### src/rtl/cop_handshake.sv
// Pipeline-follower coprocessor: shadows the core's decode/execute stages, answers the
// CHSD/CHSE handshakes and owns an 8-entry register file for MCR/MRC/CDP/LDC/STC.
module cop_handshake #(
    parameter logic [3:0] CP_NUM      = 4'd7,
    parameter int         BUSY_CYCLES = 3
) (
    input  logic        nGCLK,
    input  logic        RESET,
    input  logic        nWAIT,
    input  logic [31:0] inst_if,
    input  logic        id_enbar,
    input  logic        ex_enbar,
    input  logic        cop_id,
    input  logic        cancel_ex,
    input  logic [31:0] cp_wdata,
    output logic [1:0]  CHSD,
    output logic [1:0]  CHSE,
    output logic [31:0] cp_rdata
);
    localparam logic [1:0] HS_WAIT   = 2'b00;
    localparam logic [1:0] HS_GO     = 2'b01;
    localparam logic [1:0] HS_ABSENT = 2'b10;
    localparam logic [1:0] HS_LAST   = 2'b11;
    localparam int CW = (BUSY_CYCLES > 1) ? $clog2(BUSY_CYCLES) : 1;

    typedef enum logic [1:0] {IDLE, BUSY, XFER, ONE} state_t;

    logic [31:0]   id_inst;
    state_t        state;
    logic [CW-1:0] busy_cnt;
    logic          beat;
    logic [2:0]    ex_crd, ex_crn, ex_crm;
    logic          ex_load, ex_two;
    logic [31:0]   c [8];

    logic       id_cdp_rt, id_mem, id_claimed, owned_id, load_op;
    logic       final_beat, write_ok;
    logic [2:0] xfer_idx;
    logic [1:0] chse;
    logic       unused_bits;

    assign unused_bits = ^{id_inst[31:28], id_inst[23], id_inst[21], id_inst[19],
                           id_inst[15], id_inst[7:5], id_inst[3]};

    assign id_cdp_rt  = (id_inst[27:24] == 4'b1110);
    assign id_mem     = (id_inst[27:25] == 3'b110);
    assign id_claimed = id_cdp_rt | id_mem;
    assign owned_id   = cop_id & (id_inst[11:8] == CP_NUM);
    assign load_op    = !ex_enbar && owned_id && id_claimed;

    assign final_beat = (beat == ex_two);
    assign xfer_idx   = ex_crd + {2'b00, beat};

    always_comb begin
        CHSD = HS_LAST;
        if (!owned_id || !id_claimed)
            CHSD = HS_ABSENT;
        else if (id_mem && id_inst[22])
            CHSD = HS_GO;
    end

    // A cancelled execute-stage op never stalls the core.
    always_comb begin
        chse = HS_LAST;
        if (!cancel_ex) begin
            case (state)
                BUSY:    if (busy_cnt != '0) chse = HS_WAIT;
                XFER:    if (!final_beat) chse = HS_GO;
                default: chse = HS_LAST;
            endcase
        end
    end
    assign CHSE = chse;

    always_comb begin
        cp_rdata = '0;
        if (state == ONE && ex_load)
            cp_rdata = c[ex_crn];
        else if (state == XFER && !ex_load)
            cp_rdata = c[xfer_idx];
    end

    // Advancing the core while we still say WAIT/GO abandons the op without writing.
    assign write_ok = !cancel_ex && !(!ex_enbar && chse != HS_LAST);

    always_ff @(posedge nGCLK or posedge RESET) begin
        if (RESET) begin
            id_inst  <= '0;
            state    <= IDLE;
            busy_cnt <= '0;
            beat     <= 1'b0;
            ex_crd   <= '0;
            ex_crn   <= '0;
            ex_crm   <= '0;
            ex_load  <= 1'b0;
            ex_two   <= 1'b0;
            for (int i = 0; i < 8; i++) c[i] <= '0;
        end else if (nWAIT) begin
            if (!id_enbar) id_inst <= inst_if;
            if (write_ok) begin
                case (state)
                    BUSY:    if (busy_cnt == '0) c[ex_crd] <= c[ex_crn] + c[ex_crm];
                    XFER:    if (ex_load) c[xfer_idx] <= cp_wdata;
                    ONE:     if (!ex_load) c[ex_crn] <= cp_wdata;
                    default: ;
                endcase
            end
            if (load_op) begin
                ex_crd   <= id_inst[14:12];
                ex_crn   <= id_inst[18:16];
                ex_crm   <= id_inst[2:0];
                ex_load  <= id_inst[20];
                ex_two   <= id_inst[22];
                busy_cnt <= CW'(BUSY_CYCLES - 1);
                beat     <= 1'b0;
                if (id_mem)
                    state <= XFER;
                else if (id_inst[4])
                    state <= ONE;
                else
                    state <= BUSY;
            end else if (cancel_ex || !ex_enbar || chse == HS_LAST) begin
                state    <= IDLE;
                busy_cnt <= '0;
                beat     <= 1'b0;
            end else if (state == BUSY) begin
                busy_cnt <= busy_cnt - 1'b1;
            end else if (state == XFER) begin
                beat <= 1'b1;
            end
        end
    end
endmodule
### config.mk
export PLATFORM = sky130hd
export DESIGN_NAME = cop_handshake
export DESIGN_NICKNAME = d
export VERILOG_FILES = /design/src/rtl/cop_handshake.sv
export SDC_FILE = /design/constraint.sdc
export NUM_CORES = 1
export LEC_CHECK = 0
export BUFFER_PORTS_ARGS = -buffer_cell sky130_fd_sc_hd__buf_2
export CORE_MARGIN = 3
export CORE_UTILIZATION = 23
export CTS_CLUSTER_DIAMETER = 60
export DETAILED_ROUTE_END_ITERATION = 7
export HOLD_SLACK_MARGIN = 0.02
export PLACE_DENSITY = 0.39
export SYNTH_ARGS = -nofsm -noshare
export SYNTH_HDL_FRONTEND = slang
export SYNTH_SLANG_ARGS = --single-unit
### constraint.sdc
create_clock -name nGCLK -period 13.95 [get_ports nGCLK]
set_clock_uncertainty 0.15 [all_clocks]
set_input_delay 2.79 -clock nGCLK [delete_from_list [all_inputs] [get_ports nGCLK]]
set_output_delay 2.79 -clock nGCLK [all_outputs]
set_load 0.01 [all_outputs]
==> impl_metrics.yaml <==
synth:
  synth_ff_type: "dfrtp_1"
  synthCells: 2192
  synth_seq_area_share: 0.3504
  yosys_warnings: 0
  ys_async_sr_fraction: 1.000
  ys_types: 82
  synth_edf_count: 0
  syn_avg_cell_area_um2: 9.514
  syn-cell-area_um2: 20860
  synth-seq-cells: 292
  syn-num-nets: 2302
clock_network:
  hold_buffers: 0
  cts_num_sinks: 292
  clock_path_buffers: 3
  cts_buffers: 44
  cts_setup_buffers: 0
  clkLatencyLatePin_ps: 580
  htreeDepth: 2
  cts-root-buf: "clkbuf_16"
  ctsResizeCount: 0
  cts_tree: "yes"
  clk_pin_slew_ps: 50
route:
  first_iter_violations: 2691
  route.final.wire_length_mm: 112.0
  drtAntennaViolNets: 0
  viasPerCell: 6.130
  routedWlPerCell_um: 33.14
  drc: 0
  vias: 20710
  dr.pass1.iters: 8
cells_and_area:
  syn_to_final_growth_pct: 14.68
  drive_gt1_frac: 0.2244
  layout.nets: 2288
  fin_area_um2: 23920
  fillers: 9522
timing:
  max_freq_ghz: 0.1239
  tightest_slew_ps: 1349
  finalSetupTns_ps: 0
  post-route-min-period_ps: 8072
  fin_crit_sh: 0.5786
  setup_viol: 0
  slew_headroom: 0.09864
  hold_violations: 0
  rsz0062_at_grt: "no"
  drv_slew: 0
power_and_ir_drop:
  p_leak_nw: 8.969
  ir_drop_uv: 90.61
  p_per_area_nw_per_um2: 96.13
global_routing:
  grt_max_degree: 154
  gr-total-overflow: 0
  grt_pass1_wl_mm: 156.8
  grt.total_usage: 0.2299
  first_global_vias: 20230
  antenna_found_initial: 7
setup_path:
  crit_chain: "ha_4 > buf_4 > buf_4 > nor2_1 > nand2_1 > buf_4 > o22ai_1 > a211o_1 > o21ai_0 > buf_2"
  endpoint_kind: "output port"
  crit_path_frequent_cell: "buf_4"
  cp_top_family: "buffers and inverters"
  ff2ff_path_depth: 13
  worst-path-buf-inv: 4
  crit_path_start_kind: "flip-flop"
  arrival_ps: 5130
  required_ps: 11010
  path_max_fanout: 34
  cp_slowest_cell: "nand2_1"
  cp_num_cells: 10
  cpPeakStageDelay_ps: 650
  worstSetupPathType: "flip-flop to output port"
floorplan:
  rows: 109
  dieHeight_um: 307.1
  die_area_um2: 94320
  die_w_um: 307.1
  core_um2: 89190
  start_util: 0.2338
  ios: 107
worst_hold_path:
  hp-class: "flip-flop to flip-flop"
  hold_depth: 1
placement:
  portBuffers: 94
  dp_hpwl_mm: 69.72
  dpl-instance-area_um2: 22460
  gp_congestion: 0.8696
run_status:
  status: "complete, no violations"
flow_run:
  maxCapViolations: 0
cells by family (layout without fill, tap and decap cells):
group,count (synthesis),in the layout,share of synthesized area
compound gates,908,908,0.2901
simple gates,450,450,0.09809
flops,292,292,0.3504
buf+inv,239,257,0.04902
mux,236,236,0.1758
fa+ha+maj,39,39,0.02376
xor+xnor,28,28,0.01284
other cells,0,4,0
layout by cell type, fill, tap and decap left out, drive strengths merged, types with 15 or more instances in the layout:
cell,count
o22ai,45
xnor2,18
buf,153
and2,16
a21o,17
nor2,81
o21ai,338
ha,38
mux4,94
nand3,16
mux2,103
a221o,23
nand2,233
dfrtp,292
nor3,46
a221oi,47
mux2i,39
a21oi,65
a22oi,255
clkbuf,61
nor2b,15
inv,27
final cells by class:
cell class / instances / area (um^2) / area share
multi-input cells: 1661 / 12660 / 0.5293
flip-flops and latches: 292 / 7325 / 0.3063
well taps: 1165 / 1458 / 0.06095
clock inverters: 17 / 188.9 / 0.007900
repair buffers: 153 / 925.9 / 0.03871
diodes: 4 / 10.01 / 0.0004185
clock buffers: 61 / 1246 / 0.05211
inverters: 26 / 105.1 / 0.004394
per-layer routing:
metal  part of all wire  GRT usage  wire length (um)
met1               0.41     0.3030             45400
met2               0.45     0.3569             50020
met3              0.098    0.05599             10940
met4              0.050     0.1036              5605
met5            0.00023          0                26
per-stage QoR:
stage               setup WS, ps  hold WS (ps)    util  total power, mW  std cells
global placement            6718         318.4  0.2518            1.173       3297
CTS                         6000         354.4  0.2679            2.314       3375
detailed placement          6638         344.9  0.2518            1.175       3297
finish                      5878         346.2  0.2681            2.299       3379
floorplan                   2948         300.8       -            1.053       2192
global route                5869         371.2  0.2681            2.369       3376
worst paths after layout:
kind,slack [ps],start,endpoint
max in group asynchronous,10070,RESET,async pin
hold / removal,350,busy_cnt[0],busy_cnt[0]
hold reg to reg,350,busy_cnt[0],busy_cnt[0]
min in group asynchronous,2120,RESET,async pin
setup reg to reg,7760,ex_crn[2],flip-flop
setup / recovery,5880,ex_crd[0],cp_rdata[31]
power breakdown:
part           internal [mW]  leakage (nW)  switching [mW]
registers              0.859          4.02          0.0218
logic                 0.0779          4.26           0.207
clock network          0.679         0.687           0.454
synth_stat cells, types with 10 or more instances:
cell / n / area (um^2)
ha_1: 38 / 475.5
a21o_1: 17 / 127.6
mux2i_1: 39 / 390.4
a211oi_1: 11 / 82.58
a22oi_1: 255 / 1914
and2_1: 14 / 87.58
dfrtp_1: 292 / 7307
nand2_1: 232 / 870.8
o22ai_1: 39 / 244.0
inv_1: 21 / 78.83
o21ai_1: 45 / 225.2
buf_2: 61 / 305.3
nor3_1: 41 / 205.2
a21oi_1: 65 / 325.3
mux4_2: 94 / 2117
mux2_2: 103 / 1160
a221o_1: 23 / 230.2
o21ai_0: 286 / 1431
a31oi_1: 14 / 87.58
nor2_1: 79 / 296.5
nor2b_1: 13 / 81.33
buf_1: 27 / 101.4
o221ai_1: 13 / 113.9
xnor2_1: 17 / 148.9
clkbuf_1: 117 / 439.2
a22o_1: 10 / 87.58
nand3_1: 16 / 80.08
a221oi_1: 46 / 402.9
(Power assumes the default switching activity.)
